**config.mk**
```make
export PLATFORM = sky130hd
export DESIGN_NAME = e603_gnrl_clkgate_ctrl
export DESIGN_NICKNAME = d
export VERILOG_FILES = /design/src/rtl/e603_gnrl_clkgate_ctrl_pkg.sv /design/src/rtl/e603_gnrl_clkgate_ctrl.sv
export SDC_FILE = /design/constraint.sdc
export NUM_CORES = 1
export LEC_CHECK = 0
export CORE_MARGIN = 1
export CORE_UTILIZATION = 32
export CTS_BUF_LIST = sky130_fd_sc_hd__clkbuf_8 sky130_fd_sc_hd__clkbuf_16
export DETAILED_ROUTE_END_ITERATION = 12
export PLACE_DENSITY = 0.58
export SLEW_MARGIN = 10
export SYNTH_ARGS = -nofsm -noshare
export SYNTH_HDL_FRONTEND = slang
export SYNTH_SLANG_ARGS = --single-unit
export TNS_END_PERCENT = 20
```
**constraint.sdc**
```tcl
create_clock -name clk -period 1.95 [get_ports clk]
set_input_delay 0.39 -clock clk [delete_from_list [all_inputs] [get_ports clk]]
set_output_delay 0.39 -clock clk [all_outputs]
set_load 0.02 [all_outputs]
```
**src/rtl/e603_gnrl_clkgate_ctrl_pkg.sv**
```systemverilog
// Shared definitions for the general-purpose clock-gate enable controller.
// Holds the state encoding and the default thresholds, so every per-unit
// instantiation uses the same values.
package e603_gnrl_clkgate_ctrl_pkg;

    // State encoding
    localparam logic [1:0] RUN   = 2'd0;
    localparam logic [1:0] GATED = 2'd1;
    localparam logic [1:0] WAKE  = 2'd2;

    typedef enum logic [1:0] {
        StRun   = RUN,
        StGated = GATED,
        StWake  = WAKE
    } clkgate_state_e;

    // Defaults shared by all gated domains
    localparam int unsigned DEFAULT_IDLE_THRESH = 8;
    localparam int unsigned DEFAULT_WAKE_LAT    = 2;
    localparam int unsigned DEFAULT_CNT_W       = 4;

endpackage

```
**src/rtl/e603_gnrl_clkgate_ctrl.sv**
```systemverilog
// Enable-side controller for the general-purpose clock-gate cell.
// Runs on the free-running clock. It watches one gated unit and drops clock_en
// after IDLE_THRESH consecutive idle cycles. On a wake request it restores
// clock_en and acknowledges once the clock has run for WAKE_LAT cycles.
//
// Ports:
//   clk               free-running clock (never the gated clock)
//   rst_n             asynchronous active-low reset
//   test_mode_i       DFT mode, forces the gate transparent through bypass
//   cg_disable_i      software force-on, inhibits gating
//   unit_busy_i       activity indication from the gated unit
//   wake_req_i        level request, held until wake_ack_o
//   wake_ack_o        single-cycle pulse: clock is running and settled
//   clock_en_o        registered enable to the clock-gate cell
//   clkgate_bypass_o  bypass to the clock-gate cell (= test_mode_i)
//   gated_o           status, high while in GATED
module e603_gnrl_clkgate_ctrl
    import e603_gnrl_clkgate_ctrl_pkg::*;
#(
    parameter int unsigned IDLE_THRESH = DEFAULT_IDLE_THRESH,
    parameter int unsigned WAKE_LAT    = DEFAULT_WAKE_LAT,
    parameter int unsigned CNT_W       = DEFAULT_CNT_W
) (
    input  logic clk,
    input  logic rst_n,
    input  logic test_mode_i,
    input  logic cg_disable_i,
    input  logic unit_busy_i,
    input  logic wake_req_i,
    output logic wake_ack_o,
    output logic clock_en_o,
    output logic clkgate_bypass_o,
    output logic gated_o
);

    localparam logic [CNT_W-1:0] IdleLast = CNT_W'(IDLE_THRESH - 1);
    localparam logic [CNT_W-1:0] WakeLast = CNT_W'(WAKE_LAT - 1);
    localparam logic [CNT_W-1:0] CntMax   = {CNT_W{1'b1}};

    if ((IDLE_THRESH < 1) || (IDLE_THRESH > (2 ** CNT_W) - 1)) begin : g_bad_idle_thresh
        $error("IDLE_THRESH out of range 1..2^CNT_W-1");
    end
    if ((WAKE_LAT < 1) || (WAKE_LAT > 2 ** CNT_W)) begin : g_bad_wake_lat
        $error("WAKE_LAT out of range");
    end

    clkgate_state_e   state_q, state_d;
    logic [CNT_W-1:0] cnt_q, cnt_d, cnt_inc;
    logic             clock_en_q, clock_en_d;
    logic             wake_ack_q, wake_ack_d;
    logic             gated_q, gated_d;
    logic             idle;
    logic             wake_cond;

    assign idle      = ~unit_busy_i & ~wake_req_i & ~cg_disable_i;
    assign wake_cond = wake_req_i | cg_disable_i | unit_busy_i;
    // The counter saturates rather than wrapping. Legal parameters never reach the limit.
    assign cnt_inc   = (cnt_q == CntMax) ? cnt_q : cnt_q + 1'b1;

    always_comb begin
        state_d    = state_q;
        cnt_d      = cnt_q;
        wake_ack_d = 1'b0;
        clock_en_d = 1'b1;
        unique case (state_q)
            StRun: begin
                if (idle) begin
                    if (cnt_q == IdleLast) begin
                        state_d = StGated;
                        cnt_d   = '0;
                    end else begin
                        cnt_d = cnt_inc;
                    end
                end else begin
                    cnt_d = '0;
                end
                // The ack just issued blocks one cycle, so a held req is not acked twice.
                wake_ack_d = wake_req_i & ~wake_ack_q;
            end
            StGated: begin
                // The enable drops only after one full cycle in GATED. It rises on
                // the same edge that leaves GATED.
                if (wake_cond) begin
                    state_d = StWake;
                    cnt_d   = '0;
                end else begin
                    clock_en_d = 1'b0;
                end
            end
            StWake: begin
                if (cnt_q == WakeLast) begin
                    state_d    = StRun;
                    cnt_d      = '0;
                    wake_ack_d = wake_req_i;
                end else begin
                    cnt_d = cnt_inc;
                end
            end
            default: begin
                state_d = StRun;
                cnt_d   = '0;
            end
        endcase
        gated_d = (state_d == StGated);
    end

    always_ff @(posedge clk or negedge rst_n) begin
        if (!rst_n) begin
            state_q    <= StRun;
            cnt_q      <= '0;
            clock_en_q <= 1'b1;
            wake_ack_q <= 1'b0;
            gated_q    <= 1'b0;
        end else begin
            state_q    <= state_d;
            cnt_q      <= cnt_d;
            clock_en_q <= clock_en_d;
            wake_ack_q <= wake_ack_d;
            gated_q    <= gated_d;
        end
    end

    assign clock_en_o       = clock_en_q;
    assign wake_ack_o       = wake_ack_q;
    assign gated_o          = gated_q;
    assign clkgate_bypass_o = test_mode_i;

endmodule

```
# == Yosys cells after proc, flatten, opt, wreduce, memory -nomap -nowiden ==
# Index checks and enable logic that the tools add are counted.
# op_classes
n_addsub,1
n_eq_ne,7
mux,15
n_bitwise,9
reduce_logical,1
# op_table
operator,n
4-bit two-way mux,5
4-bit case mux with 3 select lines,1
2-bit two-way mux,4
2-bit case mux with 3 select lines,1
"4-bit by 1-bit adder with 4-bit output, second input constant",1
"2-bit by 1-bit equality test with 1-bit output, second input constant",2
"4-bit by 1-bit equality test with 1-bit output, second input constant",1
"4-bit by 3-bit equality test with 1-bit output, second input constant",1
"4-bit equality test, second input constant",1
1-bit inverter,4
1-bit AND,3
1-bit two-way mux,3
"2-bit equality test, second input constant",1
2-bit logical NOT,1
"2-bit inequality test, second input constant",1
1-bit OR,2
1-bit case mux with 2 select lines,1
# totals
reg_bits,9
inputBits,6
out_inout_bits,4
wordCells,38

# == Depth between registers and ports, before layout ==
# Gate-level depths: netlist of run 1.
# depth
ltp_word,6
mapped_depth,5
depth_no_buf,5

# == Least setup slack after synthesis of run 1 ==
# OpenSTA, ideal clock, no wires.
# synth_path
path_kind,flip-flop to flip-flop
from,register cnt_q[0]
to,register cnt_q[0]
setup_ps,90
arrival_ps,1287
path_slack_ps,573
stages_incl_launch_ff,5
synth_period_minus_slack_ps,1377
path_cell_list,dfrtp_1 -> ha_1 -> a211oi_1 -> o2bb2a_1 -> o221ai_1
# synth_between
elab_chain_len,5
# synth_rtl
item,line,text
"start, declared",e603_gnrl_clkgate_ctrl.sv:48,"logic [CNT_W-1:0] cnt_q, cnt_d, cnt_inc;"
"start signal, assigned",e603_gnrl_clkgate_ctrl.sv:116,cnt_q <= cnt_d;
4-bit by 1-bit adder with 4-bit output or 4-bit equality test (tied branches),e603_gnrl_clkgate_ctrl.sv:58,assign cnt_inc = (cnt_q == CntMax) ? cnt_q : cnt_q + 1'b1;
4-bit two-way mux,e603_gnrl_clkgate_ctrl.sv:58,
4-bit two-way mux,e603_gnrl_clkgate_ctrl.sv:68,if (cnt_q == IdleLast) begin
4-bit two-way mux,e603_gnrl_clkgate_ctrl.sv:67,if (idle) begin
4-bit case mux with 3 select lines *,e603_gnrl_clkgate_ctrl.sv:65,unique case (state_q)
# Every way passes the cells marked *; elsewhere a longest branch is shown, timed or not.
# A chain may end at the register's enable or synchronous reset.

# == Worst setup path in the final report of run 1 ==
# layout_path
from,register clock_en_q (netlist: clock_en_o)
to,output port clock_en_o
# layout_rtl
item,line,text
"start, declared",e603_gnrl_clkgate_ctrl.sv:49,"logic clock_en_q, clock_en_d;"
"start signal, assigned",e603_gnrl_clkgate_ctrl.sv:117,clock_en_q <= clock_en_d;
"end, declared",e603_gnrl_clkgate_ctrl.sv:31,"output logic clock_en_o,"
# No word-level cell between the ends.

==> impl_summary.md, run 1 <==
Yosys
The gate count after technology mapping is 51. The average instance area after synthesis is 10.3 µm². After synthesis the cells add up to 524 µm². The count of state elements after synthesis is 9. The area share of the largest cell type after synthesis is 38.2%. Of all cell types, the one taking the most synthesized area is sky130_fd_sc_hd__dfrtp_1. After synthesis, the cell types taking the most area are sky130_fd_sc_hd__dfrtp_1 (38%), sky130_fd_sc_hd__dfstp_2 (5.0%), sky130_fd_sc_hd__ha_1 (4.8%).

The post-synthesis sequential area ratio is 43.2%. Counting distinct cell types in the post-synthesis netlist gives 29. For this run, the number of Yosys warnings is 0.

Synthesis produced a netlist with a net count of 59.

CTS
The latest clock arrival within the worst-skew pair is 230 ps. The clock sink count is 9. Counting the buffers created by CTS gives 3.

TritonCTS built the clock tree. The root cell of the clock tree is sky130_fd_sc_hd__clkbuf_8. The register clock-pin slew on the reported worst setup and hold paths is 50 ps.

Once the clock tree was built, the setup fixing pass inserted 0 buffers. The number of hold-repair buffers added at the cts stage is 0. CTS built an H-tree with a depth of 1. The number of gates resized after CTS is 0.

The worst-case clock buffer depth is 2.

Min path
The min-delay analysis places its worst path in the category input port to asynchronous set/reset pin.

Placement
The HPWL reported at the end of detailed placement is 768 µm. The number of port buffers is 7. Prior to clock tree synthesis, the placed netlist has a worst setup slack of 114 ps. The number of instances in the placed design is 72. The congestion estimate from routability-driven global placement came to 0.780.

Route
The DRC violation count after routing is 0. The via total after detailed routing is 427. The total iterations of the first detailed-routing run is 4.

The wire length reported by the detailed router is 1.09 mm. The number of vias per cell is 5.62. The remaining antenna violation count is 0. After detailed routing, the average wire length per cell comes to 14.3 µm. In this run, the number of DRC markers left after iteration 0 of detailed routing was 7.

Power and ir drop
The analysis attributes to cell leakage a power of 0.242 nW. VDD sags by at most 263 µV. For this design the ratio of total power to cell area is 680 nW/µm². The total power is 0.442 mW.

Die
The count of standard-cell rows is 14. The starting utilization of the core area is 34.4%. The floorplan die width is 42.5 µm. The placeable core area is 1520 µm². The floorplan step set the die height to 42.5 µm. The boundary pin count is 10. The area enclosed by the die boundary is 1800 µm².

Setup path
The delay of the slowest critical-path stage is 600 ps. In this run the register-to-register setup slack is 410 ps. The kind of critical path is flop to output pin. The signal on the critical path passes through clkdlybuf4s50_1. Together, buffers and inverters on the worst path number 1. The largest individual stage delay along the critical path comes from the cell sky130_fd_sc_hd__clkdlybuf4s50_1. The capturing element type of the critical path is an output pin.

For the worst setup path, the data arrival time is 1350 ps. Among cell families on the critical path, the largest total delay comes from buffers and inverters. The worst setup path is launched from a flop. Of all nets on the critical path, the largest fanout is 1. At the worst endpoint, the required time is 1560 ps.

Finish
0 antenna diodes ended up in the layout. The number of filler instances in the final layout is 149. The multi-input combinational cells in the finished layout cover a total of 267 µm². The count of cells in the finished layout, fillers not included, comes to 76. The area overhead of the layout relative to synthesis is 24.1%. The final layout contains 69 nets. The sequential cell area is 226 µm². The share of final-layout standard cells stronger than drive strength 1 is 13.3%.

Timing
The setup clock skew after layout is 2.35 ps. The routed design could run at a clock period as short as 1740 ps. The number of hold violations in the final report was 0. At the pin with the least slew margin, the transition time is 432 ps. Setup repair after global routing left no endpoint under its margin. The worst path uses 89.2% of the clock period. The count of pins over their slew limit is 0. Derived from the worst setup path, the maximum achievable clock frequency is 575 MHz. Setup violations remaining at the end of the flow were counted as 0. Once routing completed, OpenROAD measured the worst setup slack at 211 ps.

Hold is met by 468 ps. Headroom to the max-slew limit came out at 71.1%. The final setup TNS is 0 ps.

Global routing
The first global-routing pass estimated 1.97 mm of wire. In the global route stage, overall resource usage came out at 15.1%. The number of global-route vias before repair came to 432. Summed over all layers, the global routing overflow is 0. The pin count of the biggest net entering global routing is 12. The number of antenna violations at the first check in global routing is 0.

Flow run
Across the run, the number of max-cap violations was 0.

Outcome
The flow ran to the end, and the final reports show no timing, DRC or antenna violations.
[power breakdown]
group	switching [mW]	total, mW	internal [mW]
Sequential	0.00381	0.195	0.191
Clock	0.0727	0.210	0.137
Combinational	0.0187	0.0381	0.0194
Total	0.0953	0.442	0.347
[cell usage in the layout (no fill, tap or decap)]
| cell | n |
|---|---|
| sky130_fd_sc_hd__o221ai_1 | 2 |
| sky130_fd_sc_hd__o22ai_1 | 1 |
| sky130_fd_sc_hd__inv_1 | 5 |
| sky130_fd_sc_hd__o211ai_1 | 1 |
| sky130_fd_sc_hd__a211oi_1 | 3 |
| sky130_fd_sc_hd__a221oi_2 | 1 |
| sky130_fd_sc_hd__buf_4 | 1 |
| sky130_fd_sc_hd__o21ai_0 | 1 |
| sky130_fd_sc_hd__nand2_1 | 5 |
| sky130_fd_sc_hd__clkdlybuf4s50_1 | 7 |
| sky130_fd_sc_hd__nand3_1 | 3 |
| sky130_fd_sc_hd__a21oi_1 | 2 |
| sky130_fd_sc_hd__and2_1 | 1 |
| sky130_fd_sc_hd__nor3_1 | 1 |
| sky130_fd_sc_hd__and3_1 | 1 |
| sky130_fd_sc_hd__nor4_4 | 1 |
| sky130_fd_sc_hd__o2111a_1 | 1 |
| sky130_fd_sc_hd__a21boi_0 | 2 |
| sky130_fd_sc_hd__nor2b_1 | 1 |
| sky130_fd_sc_hd__clkbuf_8 | 3 |
| sky130_fd_sc_hd__nand3b_1 | 1 |
| sky130_fd_sc_hd__o21ai_2 | 1 |
| sky130_fd_sc_hd__dfstp_2 | 1 |
| sky130_fd_sc_hd__a2111oi_1 | 1 |
| sky130_fd_sc_hd__dfrtp_1 | 8 |
| sky130_fd_sc_hd__o31ai_1 | 1 |
| sky130_fd_sc_hd__or3b_1 | 1 |
| sky130_fd_sc_hd__o2bb2a_1 | 1 |
| sky130_fd_sc_hd__ha_1 | 2 |
[final timing paths]
kind,start,end,cells after the start
max in group asynchronous,rst_n,clock_en_o,1
min,rst_n,wake_ack_o,1
min in group clk,state_q[1],state_q[1],1
max,clock_en_o,clock_en_o,1
min reg2reg,state_q[1],state_q[1],1
max reg2reg,cnt_q[0],cnt_q[1],4
[registers in the layout (all words and copies together), names as in the netlist]
signal      count
wake_ack_o      1
clock_en_o      1
cnt_q           4
gated_o         1
state_q         2
[synthesized netlist by cell type (all sizes together)]
cell     count
a21boi       2
dfstp        1
o21ai        2
o22ai        1
nand3        3
buf          2
clkbuf       1
a2111oi      1
inv          4
o2bb2a       1
a211oi       3
nor2b        1
and3         1
o31ai        1
ha           2
a221oi       1
or3b         1
dfrtp        8
a21oi        2
o221ai       2
nand2        5
nor3         1
o2111a       1
nor4         1
o211ai       1
nand3b       1
and2         1
[layer usage]
layer  part of all wire [%]  track usage (%)  up-vias
li1                       -                -      209
met1                     48             19.2      204
met2                     45             21.5       10
met3                    4.1             3.88        4
met4                    2.9             11.3        0
met5                      0                0        -
[metrics by stage]
stage                     util [%]  instance area (µm²)
after global placement        39.7                  606
after CTS                     42.7                  651
after global routing          42.7                  651
final                         42.7                  651
after floorplan                  -                  524
after detailed placement      39.7                  606
[area by class of cell]
type                    count  share of cell area (%)
multi-input cells          35                    41.0
flip-flops and latches      9                    34.8
inverters                   4                    2.31
clock inverters             1                   0.577
repair buffers              8                    11.9
well taps                  16                    3.08
clock buffers               3                    6.35
[cell families after synthesis]
kind of cell / after synthesis / synth area share, %
adder cells (fa/ha/maj): 2 / 4.77
buffers and inverters: 7 / 5.96
AND/OR/NAND/NOR: 15 / 18.1
AO/OA/AOI/OAI: 18 / 27.9
flip-flops: 9 / 43.2
(Power assumes the default switching activity.)
==> inputs of run 2 (changes only) <==
--- a/config.mk
+++ b/config.mk
@@ -5,6 +5,8 @@
 export SDC_FILE = /design/constraint.sdc
 export NUM_CORES = 1
 export LEC_CHECK = 0
+export CAP_MARGIN = 40
+export CORE_ASPECT_RATIO = 1.1
 export CORE_MARGIN = 1
 export CORE_UTILIZATION = 32
 export CTS_BUF_LIST = sky130_fd_sc_hd__clkbuf_8 sky130_fd_sc_hd__clkbuf_16
==> impl_summary.md, run 2 (same netlist as run 1, synthesis figures left out) <==
Outcome
The flow ran to the end, and the final reports show no timing, DRC or antenna violations.

Timing
The transition at the pin with the smallest max-transition slack is 436 ps. After layout, the worst setup slack is 239 ps. The smallest clock period supported by the final layout is computed as 1710 ps. On the final layout, the worst clock skew is 0.887 ps. The number of hold violations in the final report was 0. Setup repair after global routing left no endpoint under its margin. Dividing the final minimum period by the clock period gives 87.8%. The setup-violating endpoint count in the final report is 0. The relative slew slack is 70.9%.

Derived from the worst setup path, the maximum achievable clock frequency is 584 MHz. Summed over all failing endpoints, the final setup total negative slack is 0 ps. The count of pins over their slew limit is 0.

CTS
Counting every sink on the clock net gives 9. The post-CTS repair timing setup buffer count is 0. Clock latency on the worst-skew pair, taken at its later pin, is 230 ps. The number of gates resized after CTS is 0. The TritonCTS clock tree is built. The worst-case clock buffer depth is 2.

Clock tree synthesis inserted a total of 3 buffers. The number of hold-repair buffers added at the cts stage is 0. The total number of H-tree levels is 1.

The root cell of the clock tree is sky130_fd_sc_hd__clkbuf_8. The register clock-pin slew on the reported worst setup and hold paths is 40 ps.

Route
The via total after detailed routing is 423. The wire length reported by the detailed router is 1.03 mm. The DRC violation count after routing is 0. Before antenna repair, the detailed router went through 2 iterations. The number of vias per cell is 5.57. The remaining antenna violation count is 0.

The number of violations reported at the end of detailed-routing iteration 0 is 7. Dividing the detail-routed wire length by the instance count gives 13.5 µm.

Finish
The share of the core filled with cells in the final layout is 44.8%. The number of flip-flops under the largest register name is 4. The finished cells cover 651 µm².

The share of final-layout standard cells stronger than drive strength 1 is 13.3%. The register with the most flip-flops in the final layout is cnt_q. The number of antenna diodes in the final layout is 0. The library cell used most frequently in the layout, excluding fill and tap cells, is sky130_fd_sc_hd__dfrtp_1. The final layout contains 69 nets. The area overhead of the layout relative to synthesis is 24.1%. In the layout the commonest cells are sky130_fd_sc_hd__dfrtp_1 (8), sky130_fd_sc_hd__clkdlybuf4s50_1 (7), sky130_fd_sc_hd__inv_1 (5), sky130_fd_sc_hd__nand2_1 (5).

The largest registers in the layout are cnt_q x4, state_q x2. The number of filler instances in the final layout is 142.

Min path
The min-delay analysis places its worst path in the category input port to asynchronous set/reset pin.

Global routing
The first global-routing pass estimated 1.65 mm of wire. The number of antenna violations at the first check in global routing came to 0. For this run, global-route usage on met1 was measured as 16.8%.

The number of global-route vias before repair was 386. Global routing consumed, over all layers together, 14.4% of the routing resources. Entering global routing, the biggest net connects 12 pins.

The layer carrying the most global-route usage is met2. Global routing consumed, on the met2 layer, 19.7% of the routing resources. The total overflow left after global routing is 0. The met3 track demand over resource is 7.54%.

Placement
Once placement finished, the instance area stood at 606 µm². The number of port buffers is 7. The congestion estimate from routability-driven global placement came to 0.781.

Before CTS, the worst setup slack after placement is 70.9 ps.

Die
In this run the standard cell core region covers 1450 µm². Measured along the y axis, the die boundary spans 44.5 µm. The floorplan die width is 40.6 µm. The floorplan step defined a die boundary enclosing 1800 µm².

The count of standard-cell rows is 14. During I/O placement, the number of pins put on the boundary was 10. The starting utilization of the core area is 36.1%.

Setup path
Together, buffers and inverters on the worst path number 1. The capturing element type of the critical path is an output pin. The kind of critical path is flop to output pin. Of all nets on the critical path, the largest fanout is 1. The data required time at the worst endpoint is 1560 ps. For this run, the slowest stage of the critical path takes 590 ps.

The launching element of the worst setup path is clock_en_o. At the worst endpoint, the arrival time is 1320 ps. STA classifies the critical path startpoint as a flop. The worst register-to-register path begins at cnt_q[0]. The cell family contributing the most delay on the critical path is buffers and inverters. The signal on the critical path passes through clkdlybuf4s50_1. For this design, the slowest cell found on the critical path is sky130_fd_sc_hd__clkdlybuf4s50_1.

Flow run
Across the run, the number of max-cap violations was 0.

Power and ir drop
The leakage power is 0.242 nW. The power per standard cell area is 682 nW/µm². The worst-case IR drop observed on VDD is 506 µV.
-- run 2: cell counts in the layout (fill, tap and decap cells not counted) --
No cell type changed its count.
-- run 2: through the flow --
| step | total power, mW | hold WS [ps] | std cells |
|---|---|---|---|
| after floorplan | 0.216 | 94.4 | 51 |
| after global placement | 0.235 | 615 | 72 |
| after detailed placement | 0.235 | 603 | 72 |
| after CTS | 0.452 | 481 | 76 |
| after global routing | 0.468 | 502 | 76 |
| final | 0.444 | 460 | 76 |
-- run 2: layout make-up --
class,instances,area (µm²),share of cell area [%]
Clock buffer,3,41.3,6.35
Clock inverter,1,3.75,0.577
Inverter,4,15.0,2.31
Multi-Input combinational cell,35,267,41.0
Sequential cell,9,226,34.8
Tap cell,16,20.0,3.08
Timing Repair Buffer,8,77.6,11.9
-- run 2: where the power goes --
part / internal [mW] / switching, mW / total (mW)
registers: 0.191 / 0.00378 / 0.195
logic: 0.0193 / 0.0180 / 0.0373
clock network: 0.137 / 0.0748 / 0.212
-- run 2: final timing paths --
| check | to | slack (ps) | cells past startpoint |
|---|---|---|---|
| setup / recovery | clock_en_o | 240 | 1 |
| hold / removal | state_q[0] | 460 | 1 |
| setup reg to reg | cnt_q[1] | 410 | 4 |
| hold reg to reg | clock_en_o | 620 | 1 |
| max in group asynchronous | clock_en_o | 1170 | 1 |
| min in group clk | clock_en_o | 620 | 1 |
-- run 2: routing by layer --
layer	vias to the layer above	wire (µm)
met2	11	469
met4	0	20
li1	212	-
met5	-	0
met3	2	66
met1	198	473
-- run 2: worst reg2reg max path: cells and delay by family, from the launching register on --
family | cells | cell delay (ps)
AO/OA/AOI/OAI | 2 | 390
adder cells (fa/ha/maj) | 1 | 180
flip-flops | 1 | 460
AND/OR/NAND/NOR | 1 | 390
==> inputs of run 3 (changes only) <==
--- a/config.mk
+++ b/config.mk
@@ -7,7 +7,7 @@
 export LEC_CHECK = 0
 export CAP_MARGIN = 40
 export CORE_ASPECT_RATIO = 1.1
-export CORE_MARGIN = 1
+export CORE_MARGIN = 1.5
 export CORE_UTILIZATION = 32
 export CTS_BUF_LIST = sky130_fd_sc_hd__clkbuf_8 sky130_fd_sc_hd__clkbuf_16
 export DETAILED_ROUTE_END_ITERATION = 12
==> impl_summary.md, run 3 (same netlist as run 1, synthesis figures left out) <==
Setup path
The capturing element type of the critical path is an output pin. The signal on the critical path passes through clkdlybuf4s50_1. The kind of launch point of the worst setup path is a flop. Among cell families on the critical path, the largest total delay comes from buffers and inverters. Data on the critical path is required at its endpoint by 1560 ps. Counting both buffers and inverters, the worst setup path holds a total of 1.

The delay of the slowest critical-path stage is 590 ps. The cell at the slowest stage of the critical path is sky130_fd_sc_hd__clkdlybuf4s50_1. The worst endpoint data arrival time is 1340 ps. The worst setup path is of the flop to output pin kind.

The critical-path maximum fanout is 1.

Route
Dividing the detail-routed via count by the number of cells gives 5.64. The wire length reported by the detailed router is 1.06 mm. For this block, the via count after detailed routing is 434. The DRC violation count after routing is 0.

In this run, the number of DRC markers left after iteration 0 of detailed routing was 9. In the final routed layout, each cell accounts on average for 13.8 µm. The remaining antenna violation count is 0. The total iterations of the first detailed-routing run is 2.

Finish
The share of final-layout standard cells stronger than drive strength 1 is 13.3%. The number of flip-flops under the largest register name is 4. The number of antenna cells inserted is 0. The register with the highest flop count is cnt_q. Compared with the post-synthesis result, the final layout area differs by 24.3%. The final-stage net count is 69. The largest registers in the layout are cnt_q x4, state_q x2. The top cell types in the final layout, fill and taps aside, are sky130_fd_sc_hd__dfrtp_1 (8), sky130_fd_sc_hd__clkdlybuf4s50_1 (7), sky130_fd_sc_hd__inv_1 (5), sky130_fd_sc_hd__nand2_1 (5).

Counting the fill cells in the layout gives 148. Leaving out fill and tap cells, the most frequent cell in the layout is sky130_fd_sc_hd__dfrtp_1.

CTS
The clock reaches the later pin of the worst-skew pair after 230 ps. The clock passes through at most 2 buffers. Clock-pin slew was measured on the worst setup and hold paths at 50 ps.

The tree is rooted in a sky130_fd_sc_hd__clkbuf_8. The post-CTS repair timing setup buffer count is 0. Buffers inserted during clock tree synthesis total 3. The number of gates resized after CTS is 0. The clock sink count is 9.

TritonCTS built the clock tree. The total number of H-tree levels is 1. The number of hold-repair buffers added at the cts stage is 0.

Power and ir drop
In this run the power density over the cells is 684 nW/µm². In this run the static leakage power is 0.242 nW. The completed layout was analyzed and its total power is 0.446 mW. The peak ir drop on the vdd network is 359 µV.

Die
After floorplanning, the core was divided into 15 placement rows. The die extent in y is 45.5 µm. The placeable core area is 1560 µm². The floorplan die width is 41.6 µm. The area enclosed by the die boundary is 1890 µm². The starting utilization of the core area is 33.7%. Pin placement for this block handled 10 I/O pins.

Placement
The number of port buffers is 7. The congestion estimate from routability-driven global placement came to 0.749. The HPWL reported at the end of detailed placement is 749 µm.

Timing
The final setup TNS is 0 ps. Subtracting the final worst setup slack from the clock period gives 1730 ps. The count of pins over their slew limit is 0. Setup repair after global routing left no endpoint under its margin. For this run, the top clock speed supported by timing is 579 MHz. For the final database, setup skew stands at 2.47 ps. The number of hold violations in the final report is 0. The post-route clock period utilization is 88.6%. For the pin with the worst max-slew slack, the measured transition is 423 ps. Setup violations remaining at the end of the flow were counted as 0. Measured against its own limit, the worst slew margin works out to 71.7%.

Global routing
The pin count of the biggest net entering global routing is 12. The combined global-route utilization of all metal layers is 13.9%. The number of antenna violations at the first check in global routing came to 0.

The number of global-route vias before repair is 432. The first global-routing pass estimated 1.94 mm of wire. The remaining global-route overflow is 0.

Flow run
The tool flagged a number of max-cap violations equal to 0.

Outcome
The run finished with clean final reports.

Min path
The worst hold path belongs to the class input port to asynchronous set/reset pin.
-- run 3: final cells by class --
| type | count | area (µm²) | share of cell area, % |
|---|---|---|---|
| Clock buffer | 3 | 41.3 | 6.33 |
| Clock inverter | 1 | 3.75 | 0.576 |
| Inverter | 4 | 15.0 | 2.30 |
| Multi-Input combinational cell | 35 | 267 | 40.9 |
| Sequential cell | 9 | 226 | 34.7 |
| Tap cell | 17 | 21.3 | 3.26 |
| Timing Repair Buffer | 8 | 77.6 | 11.9 |
-- run 3: through the flow --
step / worst slack (ps) / utilization, % / instance area (µm²) / hold slack [ps] / std cells
2_1_floorplan: 573 / - / 524 / 94.4 / 51
3_3_place_gp: 147 / 39.0 / 607 / 614 / 73
3_5_place_dp: 98.0 / 39.0 / 607 / 606 / 73
4_1_cts: 206 / 41.8 / 652 / 476 / 77
5_1_grt: 189 / 41.8 / 652 / 505 / 77
6_report: 223 / 41.8 / 652 / 462 / 77
-- run 3: final timing paths --
check                            from          to  slack (ps)  cells past startpoint
setup / recovery           clock_en_o  clock_en_o         220                      1
setup reg to reg             cnt_q[0]    cnt_q[1]         420                      4
hold reg to reg            wake_ack_o  wake_ack_o         620                      2
hold / removal                  rst_n  wake_ack_o         460                      1
min in group clk           wake_ack_o  wake_ack_o         620                      2
max in group asynchronous       rst_n  clock_en_o        1160                      1
-- run 3: layer usage --
metal,GRT usage (%),wire (µm)
met1,16.3,489
met2,23.1,513
met3,2.78,33
met4,9.68,23
met5,0,0
-- run 3: report_power, final --
part	total (mW)	internal [mW]	switching, mW
Combinational	0.0378	0.0193	0.0185
Sequential	0.194	0.191	0.00349
Clock	0.214	0.137	0.0767
Total	0.446	0.347	0.0987
==> patch, RTL diff (flow settings as in run 2) <==
`DEFAULT_CNT_W`: 4 -> 6.
--- a/src/rtl/e603_gnrl_clkgate_ctrl_pkg.sv
+++ b/src/rtl/e603_gnrl_clkgate_ctrl_pkg.sv
@@ -19,3 +19,3 @@
     localparam int unsigned DEFAULT_WAKE_LAT    = 2;
-    localparam int unsigned DEFAULT_CNT_W       = 4;
+    localparam int unsigned DEFAULT_CNT_W       = 6;
 
Function: same outputs for any inputs over 10 cycles, from zero or initial values and one cycle with rst_n low; that may be too few to reach the edited logic, so the function may still have changed.
==> patch against run 2 <==
  * The run now ends with design-rule violations left
  * Area after synthesis grew 18%
  * Count of clock-buffer cells in the layout is the same
  * Wire length up 40%
  * Worst setup slack worse by 0.15 ns
  * Design area up 25%
  * Utilization rose by 0.25 points
  * Sequential cell count rose by 2
  * First-iteration DRC count grew to 3.4 times the old value
  * Highest routed layer unchanged
Power is not compared: it rests on default switching activity, and its combinational part moved more than twofold at a synthesized area within 25%.
==> patch: results <==
[setup_path]
reg2reg_depth = 7
reg2reg_to = "cnt_q[5]"
arrival_ns = 2.01
r2r-start = "state_q[1]"
crit_family = "simple AND/OR/NAND/NOR gates"
regToRegSetupSlack_ns = 0.09
cp_slowest_stage_delay_ns = 0.57
slowest_stage = "or4_4"
crit_fanout = 5

[min_path]
holdPathStages = 2
hold_class = "in2reg"
min_to = "wake_ack_o"
min-delay-start = "wake_req_i"

[synth]
syn_nets = 71
synth_cell_types = 31
synthCells = 63
synthArstFlopShare = 1.00
synth_seq_area_share = 0.448
synthTopCellsByArea = "dfrtp_1 (41%), a22oi_1 (4.9%), a311oi_4 (4.3%)"
ys_warn_count = 0
synthTopCellsByCount = "dfrtp_1 (10), inv_1 (7), nor2_1 (6)"

[final_layout]
diodes = 0
nets = 87
drive_gt1_frac = 0.205
top_regs = "cnt_q (6), state_q (2)"
nFillCells = 170

[drt]
drtIter0Drc = 24
viasPerCell = 5.90
firstDrtPassIters = 9
wirelength_um = 1440
drc = 1
num_vias = 566

[placed_design]
dpl.cell_count = 88
place.gp.congestion = 0.765
dp_slack_ns = -0.256
place_hpwl_um = 939
io_buffers = 7

[clock_network]
clk_path_buf_depth = 2
clock_latency_ns = 0.24
cts_buffers = 3
root_buffer = "clkbuf_8"
clk_pin_slew_ns = 0.05
htree_levels = 1

[power]
max-vdd-ir-drop_mv = 0.247
p_leak_nw = 0.355

[global_routing]
grt_usage = 0.148
grt_max_degree = 12
grt_pass1_wl_um = 2270
grt_antenna_before_repair = 0
grt_pass1_vias = 510

[timing]
fin_setup_tns_ns = 0
skew_ns = 0.000439
tightest_slew_ns = 0.533

[run_status]
failed_checks = "design-rule violations"
status = "complete, but fails checks"
## patch: area by class of cell
cell class	count	area, um2	share of cell area
Clock buffer	3	41.3	0.0509
Clock inverter	1	3.75	0.00463
Inverter	7	26.3	0.0324
Multi-Input combinational cell	41	295	0.364
Sequential cell	11	277	0.341
Tap cell	18	22.5	0.0278
Timing Repair Buffer	15	145	0.179
## patch: logic make-up after synthesis
kind of cell,share of synthesized area
and+or+nand+nor,0.136
AOI/OAI and AO/OA,0.302
adders and majority gates,0.0406
DFF,0.448
buffers and inverters,0.0730
## patch: through the flow
step | area [um2] | hold WS, ns
after detailed placement | 721 | 0.573
after global placement | 721 | 0.569
final | 811 | 0.463
after CTS | 769 | 0.520
after global routing | 811 | 0.472
after floorplan | 617 | 0.0944
## patch: power breakdown
part | total [W] | internal, W | leakage (nW) | switching (W)
Combinational | 0.0000761 | 0.0000377 | 0.180 | 0.0000383
Clock | 0.000230 | 0.000139 | 0.0269 | 0.0000910
Sequential | 0.000252 | 0.000240 | 0.148 | 0.0000116
## patch: how the worst max path moves through the flow
stage / from / to / slack, ns / cells past startpoint
finish: state_q[1] / cnt_q[5] / 0.09 / 7
global route: state_q[1] / cnt_q[0] / 0.007 / 6
CTS: wake_req_i / cnt_q[0] / 0.01 / 6
detailed placement: wake_req_i / cnt_q[0] / -0.26 / 6
global placement: wake_req_i / cnt_q[0] / -0.23 / 6
floorplan: state_q[1] / cnt_q[0] / 0.18 / 4
## patch: worst register-to-register path: stages (launching register included)
cell and delay (ns):
dfrtp_1 0.42, or4_4 0.57, a311oi_4 0.22, buf_6 0.15, buf_4 0.12, buf_4 0.10, o21bai_1 0.05, a22oi_1 0.14
## patch: per-layer routing
metal	wire [um]	GRT usage
met1	686	0.200
met2	650	0.221
met3	62	0.0151
met4	38	0.109
met5	0	0
## patch: repair_timing
| action | 4_1_cts | 5_1_grt |
|---|---|---|
| setup buffers | 0 | 4 |
| setup endpoints to repair | 1 | 5 |
| pin swaps | 0 | 4 |
| resized for setup | 1 | 6 |
